<file path="src/rtl/mxu_ctrl.sv">
// Sequencer for a DIM x DIM systolic multiply array: buffers A rows / B columns, then clears, feeds skewed operands and drains.
// Optional busy-cycle counter enabled by defining MXU_CTRL_PERF_EN.
module mxu_ctrl #(
  parameter int unsigned DIM   = 8,
  parameter int unsigned WIDTH = 4,
  parameter int unsigned CNT_W = $clog2(3*DIM)
) (
  input  logic                   clk,
  input  logic                   reset,
  input  logic                   ld_valid,
  output logic                   ld_ready,
  input  logic                   ld_sel,
  input  logic [$clog2(DIM)-1:0] ld_idx,
  input  logic [DIM*WIDTH-1:0]   ld_data,
  input  logic                   start,
  output logic                   busy,
  output logic                   err,
  output logic [DIM*WIDTH-1:0]   west,
  output logic [DIM*WIDTH-1:0]   north,
  output logic                   arr_clear,
  output logic                   arr_en,
  output logic                   done,
  output logic [31:0]            perf_cycles
);

  typedef enum logic [2:0] {S_IDLE, S_CLEAR, S_FEED, S_DRAIN, S_DONE} state_e;

  state_e               state_q, state_d;
  logic [CNT_W-1:0]     cnt_q, cnt_d;
  logic [DIM-1:0]       mask_a_q, mask_a_d, mask_b_q, mask_b_d;
  logic                 err_d, ld_acc_c;
  logic                 ld_ready_q, busy_q, err_q, arr_clear_q, arr_en_q, done_q;
  logic [DIM*WIDTH-1:0] west_q, west_d, north_q, north_d;
  logic [DIM*WIDTH-1:0] a_buf_q [DIM];
  logic [DIM*WIDTH-1:0] b_buf_q [DIM];

  // Next state, counter, load mask and skewed edge operands
  always_comb begin
    state_d  = state_q;
    cnt_d    = cnt_q;
    mask_a_d = mask_a_q;
    mask_b_d = mask_b_q;
    err_d    = 1'b0;
    ld_acc_c = 1'b0;
    west_d   = '0;
    north_d  = '0;
    case (state_q)
      S_IDLE: begin
        ld_acc_c = ld_valid;
        if (ld_valid) begin
          if (ld_sel) mask_b_d[ld_idx] = 1'b1;
          else        mask_a_d[ld_idx] = 1'b1;
        end
        // only the registered mask qualifies a start
        if (start) begin
          if (&{mask_a_q, mask_b_q}) begin
            state_d = S_CLEAR;
            cnt_d   = '0;
          end else begin
            err_d = 1'b1;
          end
        end
      end
      S_CLEAR: begin
        state_d = S_FEED;
        cnt_d   = '0;
      end
      S_FEED: begin
        if (cnt_q == CNT_W'(2*DIM-2)) begin
          state_d = S_DRAIN;
          cnt_d   = '0;
        end else begin
          cnt_d = cnt_q + CNT_W'(1);
        end
      end
      S_DRAIN: begin
        if (cnt_q == CNT_W'(DIM-2)) begin
          state_d = S_DONE;
          cnt_d   = '0;
        end else begin
          cnt_d = cnt_q + CNT_W'(1);
        end
      end
      S_DONE: begin
        state_d  = S_IDLE;
        cnt_d    = '0;
        mask_a_d = '0;
        mask_b_d = '0;
      end
      default: state_d = S_IDLE;
    endcase

    // lane i carries element t-i, so element k appears when t == i+k
    if (state_d == S_FEED) begin
      for (int i = 0; i < DIM; i++) begin
        for (int k = 0; k < DIM; k++) begin
          if (cnt_d == CNT_W'(i + k)) begin
            west_d[i*WIDTH +: WIDTH]  = a_buf_q[i][k*WIDTH +: WIDTH];
            north_d[i*WIDTH +: WIDTH] = b_buf_q[i][k*WIDTH +: WIDTH];
          end
        end
      end
    end
  end

  always_ff @(posedge clk or posedge reset) begin
    if (reset) begin
      state_q     <= S_IDLE;
      cnt_q       <= '0;
      mask_a_q    <= '0;
      mask_b_q    <= '0;
      ld_ready_q  <= 1'b1;
      busy_q      <= 1'b0;
      err_q       <= 1'b0;
      arr_clear_q <= 1'b0;
      arr_en_q    <= 1'b0;
      done_q      <= 1'b0;
      west_q      <= '0;
      north_q     <= '0;
    end else begin
      state_q     <= state_d;
      cnt_q       <= cnt_d;
      mask_a_q    <= mask_a_d;
      mask_b_q    <= mask_b_d;
      ld_ready_q  <= (state_d == S_IDLE);
      busy_q      <= (state_d != S_IDLE);
      err_q       <= err_d;
      arr_clear_q <= (state_d == S_CLEAR);
      arr_en_q    <= (state_d == S_FEED) || (state_d == S_DRAIN);
      done_q      <= (state_d == S_DONE);
      west_q      <= west_d;
      north_q     <= north_d;
    end
  end

  // Operand buffers hold data only; they need no reset
  always_ff @(posedge clk) begin
    if (ld_acc_c) begin
      if (ld_sel) b_buf_q[ld_idx] <= ld_data;
      else        a_buf_q[ld_idx] <= ld_data;
    end
  end

`ifdef MXU_CTRL_PERF_EN
  logic [31:0] perf_q;
  always_ff @(posedge clk or posedge reset) begin
    if (reset) begin
      perf_q <= '0;
    end else if (busy_q && (perf_q != 32'hFFFF_FFFF)) begin
      perf_q <= perf_q + 32'd1;
    end
  end
  assign perf_cycles = perf_q;
`else
  assign perf_cycles = 32'd0;
`endif

  assign ld_ready  = ld_ready_q;
  assign busy      = busy_q;
  assign err       = err_q;
  assign arr_clear = arr_clear_q;
  assign arr_en    = arr_en_q;
  assign done      = done_q;
  assign west      = west_q;
  assign north     = north_q;

endmodule
</file>
<file path="config.mk">
export PLATFORM = sky130hd
export DESIGN_NAME = mxu_ctrl
export DESIGN_NICKNAME = d
export VERILOG_FILES = /design/src/rtl/mxu_ctrl.sv
export SDC_FILE = /design/constraint.sdc
export NUM_CORES = 1
export LEC_CHECK = 0
export ABC_AREA = 1
export CAP_MARGIN = 25
export CORE_ASPECT_RATIO = 1.5
export CORE_MARGIN = 4
export CORE_UTILIZATION = 54
export CTS_BUF_LIST = sky130_fd_sc_hd__clkbuf_16
export DETAILED_ROUTE_END_ITERATION = 7
export HOLD_SLACK_MARGIN = 0.1
export PLACE_DENSITY_LB_ADDON = 0.3
export SLEW_MARGIN = 20
export SYNTH_ARGS = -nofsm -noshare
export SYNTH_HDL_FRONTEND = slang
export SYNTH_SLANG_ARGS = --single-unit
</file>
<file path="constraint.sdc">
create_clock -name clk -period 5.07 [get_ports clk]
set_input_delay 1.014 -clock clk [delete_from_list [all_inputs] [get_ports clk]]
set_output_delay 1.014 -clock clk [all_outputs]
set_load 0.005 [all_outputs]
</file>
==> qor.yml <==
vdd_drop_max_mv: 0.3106
via_per_inst: 5.611
numCtsBuffers: 52
die_h_um: 264.2
p_leak_nw: 10.39
min_path_type: "flip-flop to flip-flop"
drv_cap: 0
status: "finished, final reports clean"
syn_inst: 1881
grt_overflow: 0
fin_crit_sh: 0.6891
cts.path.max_buffers: 3
multi_input_area_sq_um: 4992
register_area_sq_um: 17730
grt_pass1_vias: 14953
post-route-min-period_ps: 3494
skew_ps: 28.80
hold_viol: 0
regToRegSetupSlack_ps: 1580
cp.required_ps: 5580
antenna_found_initial: 0
drt_wl_total_um: 61750
path_buf_inv: 2
ant_nets: 0
critPathLaunchType: "flip-flop"
post_cts_buffers: 0
r2r-start: "cnt_q[0]"
final_cell_mix: "edfxtp_1, nand2_1, inv_1, nor2_1, clkdlybuf4s50_1"
path_class: "flip-flop to flip-flop"
critPathArrivalTime_ps: 4010
core_area_sq_um: 43170
port_buffers: 109
worst-path-stages: 17
final_common_cell: "edfxtp_1"
crit_family: "simple AND/OR/NAND/NOR gates"
tns_ps: 0
fillers: 3170
crit_slowest_cell: "inv_2"
rsz0062_at_grt: "no"
clock_latency_ps: 610
rows: 93
finalNetCount: 2060
initialDrtViolationCount: 1391
drv_slew: 0
num_vias: 14769
start_util: 0.5475
powerDensity_nw_per_um2: 354.5
cp_cell_sequence: "inv_1 > ha_1 > nand4_1 > nand2_2 > nand2_4 > nand2_1 > nand3_2 > nand2_4 > nand2_4 > nor2_4 > nand2_2 > inv_2 > nand2_1 > nand2_1 > nand3b_1 > nand2_1 > a21oi_1"
avgSynthCellArea_sq_um: 12.56
n_antenna_cell: 0
die_w_um: 178.8
clkSlewWorstSetupHoldPaths_ps: 70
tritoncts: "yes"
crit_top_cell: "nand2_1"
startpoint: "cnt_q[0]"
grt_first_pass_wirelength_um: 92030
fin_worst_hold_slack_ps: 495.6
pin_count: 142
grt_max_degree: 66
max_freq_mhz: 286.2
dp_hpwl_um: 38650
die_area_sq_um: 47250
cts_resized: 0
synth-seq-cells: 606
r2r-end: "west[12]"
reg2reg_depth: 17
ctsHoldBuffers: 0
place_area_sq_um: 25410
cp_max_fo: 38
syn-cell-area_sq_um: 23630
max-slew-margin-rel: 0.2263
globalplace.congestion: 0.8491
cp-endpoint: "west[12]"
root_buffer: "clkbuf_16"
ys_warn_count: 0
drive_gt1_frac: 0.1057
endpoint_kind: "flip-flop"
htreeDepth: 2
dr.pass1.iters: 6
ys_types: 35
syn_to_final_growth_pct: 14.71
grtUsageTotal: 0.2655
postLayoutCellArea_sq_um: 27110
slowest_delay_ps: 710
finalSetupViolations: 0
drcViolationCount: 0
tightest_slew_ps: 1157
wl_per_cell_um: 23.46
cts_sinks: 606
synth.yosys.seq_area_share: 0.7501
## state kept, by name, indices dropped and copies added, names as in the netlist
| register | count |
|---|---|
| a_buf_q | 256 |
| mask_b_q | 8 |
| arr_en | 1 |
| arr_clear | 1 |
| err | 1 |
| busy | 1 |
| ld_ready | 1 |
| west | 32 |
| mask_a_q | 8 |
| done | 1 |
| north | 32 |
| b_buf_q | 256 |
| cnt_q | 5 |
| state_q | 3 |
## cells in the mapped netlist
cell type	instances	area, sq um
edfxtp_1	512	15370
nand2_1	456	1712
inv_1	142	533.0
nor2_1	137	514.2
nand3_1	100	500.5
dfrtp_1	93	2327
a21oi_1	85	425.4
o21ai_0	63	315.3
nand4_1	46	287.8
buf_4	37	277.8
or2_2	36	225.2
buf_2	33	165.2
clkbuf_1	21	78.83
nand3b_1	14	105.1
or2_0	13	81.33
inv_2	12	45.04
nand2_2	11	68.82
nor2_4	10	112.6
o211ai_1	9	67.56
nor2_2	8	50.05
nor3_1	8	40.04
o21bai_1	8	60.06
o21ai_1	6	30.03
nand2_4	5	56.30
buf_6	3	33.78
buf_1	2	7.510
ha_1	2	25.02
nand3_2	2	20.02
a21boi_4	1	18.77
clkinv_1	1	3.750
conb_1	1	3.750
dfstp_2	1	26.28
nor2_8	1	20.02
nor3b_2	1	12.51
o2111ai_1	1	8.760
## worst min-delay path by stage
| stage | startpoint | end | slack [ps] | cells after the start |
|---|---|---|---|---|
| 3_5_place_dp | mask_b_q[4] | mask_b_q[4] | 480 | 2 |
| 3_3_place_gp | mask_b_q[3] | mask_b_q[3] | 480 | 2 |
| 2_1_floorplan | mask_b_q[1] | mask_b_q[1] | 460 | 2 |
| 5_1_grt | mask_a_q[0] | mask_a_q[0] | 540 | 2 |
| 4_1_cts | mask_b_q[4] | mask_b_q[4] | 500 | 2 |
| 6_report | mask_b_q[2] | mask_b_q[2] | 500 | 2 |
## where the power goes
part | switching (W) | leakage [nW] | internal (W)
Combinational | 0.000202 | 3.65 | 0.0000599
Clock | 0.00177 | 0.857 | 0.00207
Sequential | 0.0000227 | 5.89 | 0.00549
## cell type report
cell class / instances / share of cell area
clock inverters: 45 / 0.01149
well taps: 570 / 0.02631
multi-input cells: 1055 / 0.1842
inverters: 155 / 0.02155
repair buffers: 148 / 0.05363
clock buffers: 53 / 0.04892
flip-flops and latches: 606 / 0.6539
## stage by stage
step | power (W) | instances | util | setup slack (ps)
2_1_floorplan | 0.005700 | 1912 | - | 1609
3_3_place_gp | 0.005856 | 2525 | 0.5868 | 1078
3_5_place_dp | 0.005870 | 2530 | 0.5887 | 1059
4_1_cts | 0.009628 | 2628 | 0.6266 | 1641
5_1_grt | 0.009867 | 2632 | 0.6280 | 1307
6_report | 0.009611 | 2632 | 0.6280 | 1576
## worst min-delay path: cells and delay by family (launching register included)
| kind | cells | cell delay, ps |
|---|---|---|
| AOI/OAI and AO/OA | 1 | 40 |
| DFF | 1 | 340 |
| and+or+nand+nor | 1 | 70 |
## cell families after synthesis
family | after synthesis | share of synthesized area
AO/OA/AOI/OAI | 173 | 0.03918
adder cells (fa/ha/maj) | 2 | 0.001059
buffers and inverters | 251 | 0.04844
flip-flops | 606 | 0.7501
other | 1 | 0.0001587
AND/OR/NAND/NOR | 848 | 0.1610
## per-layer routing
layer / track usage / wire (um) / up-vias
met1: 0.3097 / 21010 / 7245
met5: 0 / 0 / -
met4: 0.1659 / 4509 / 0
met3: 0.03851 / 4089 / 181
met2: 0.4570 / 32140 / 696
li1: - / - / 6647
Note: power is estimated with default switching activity, not from simulation.
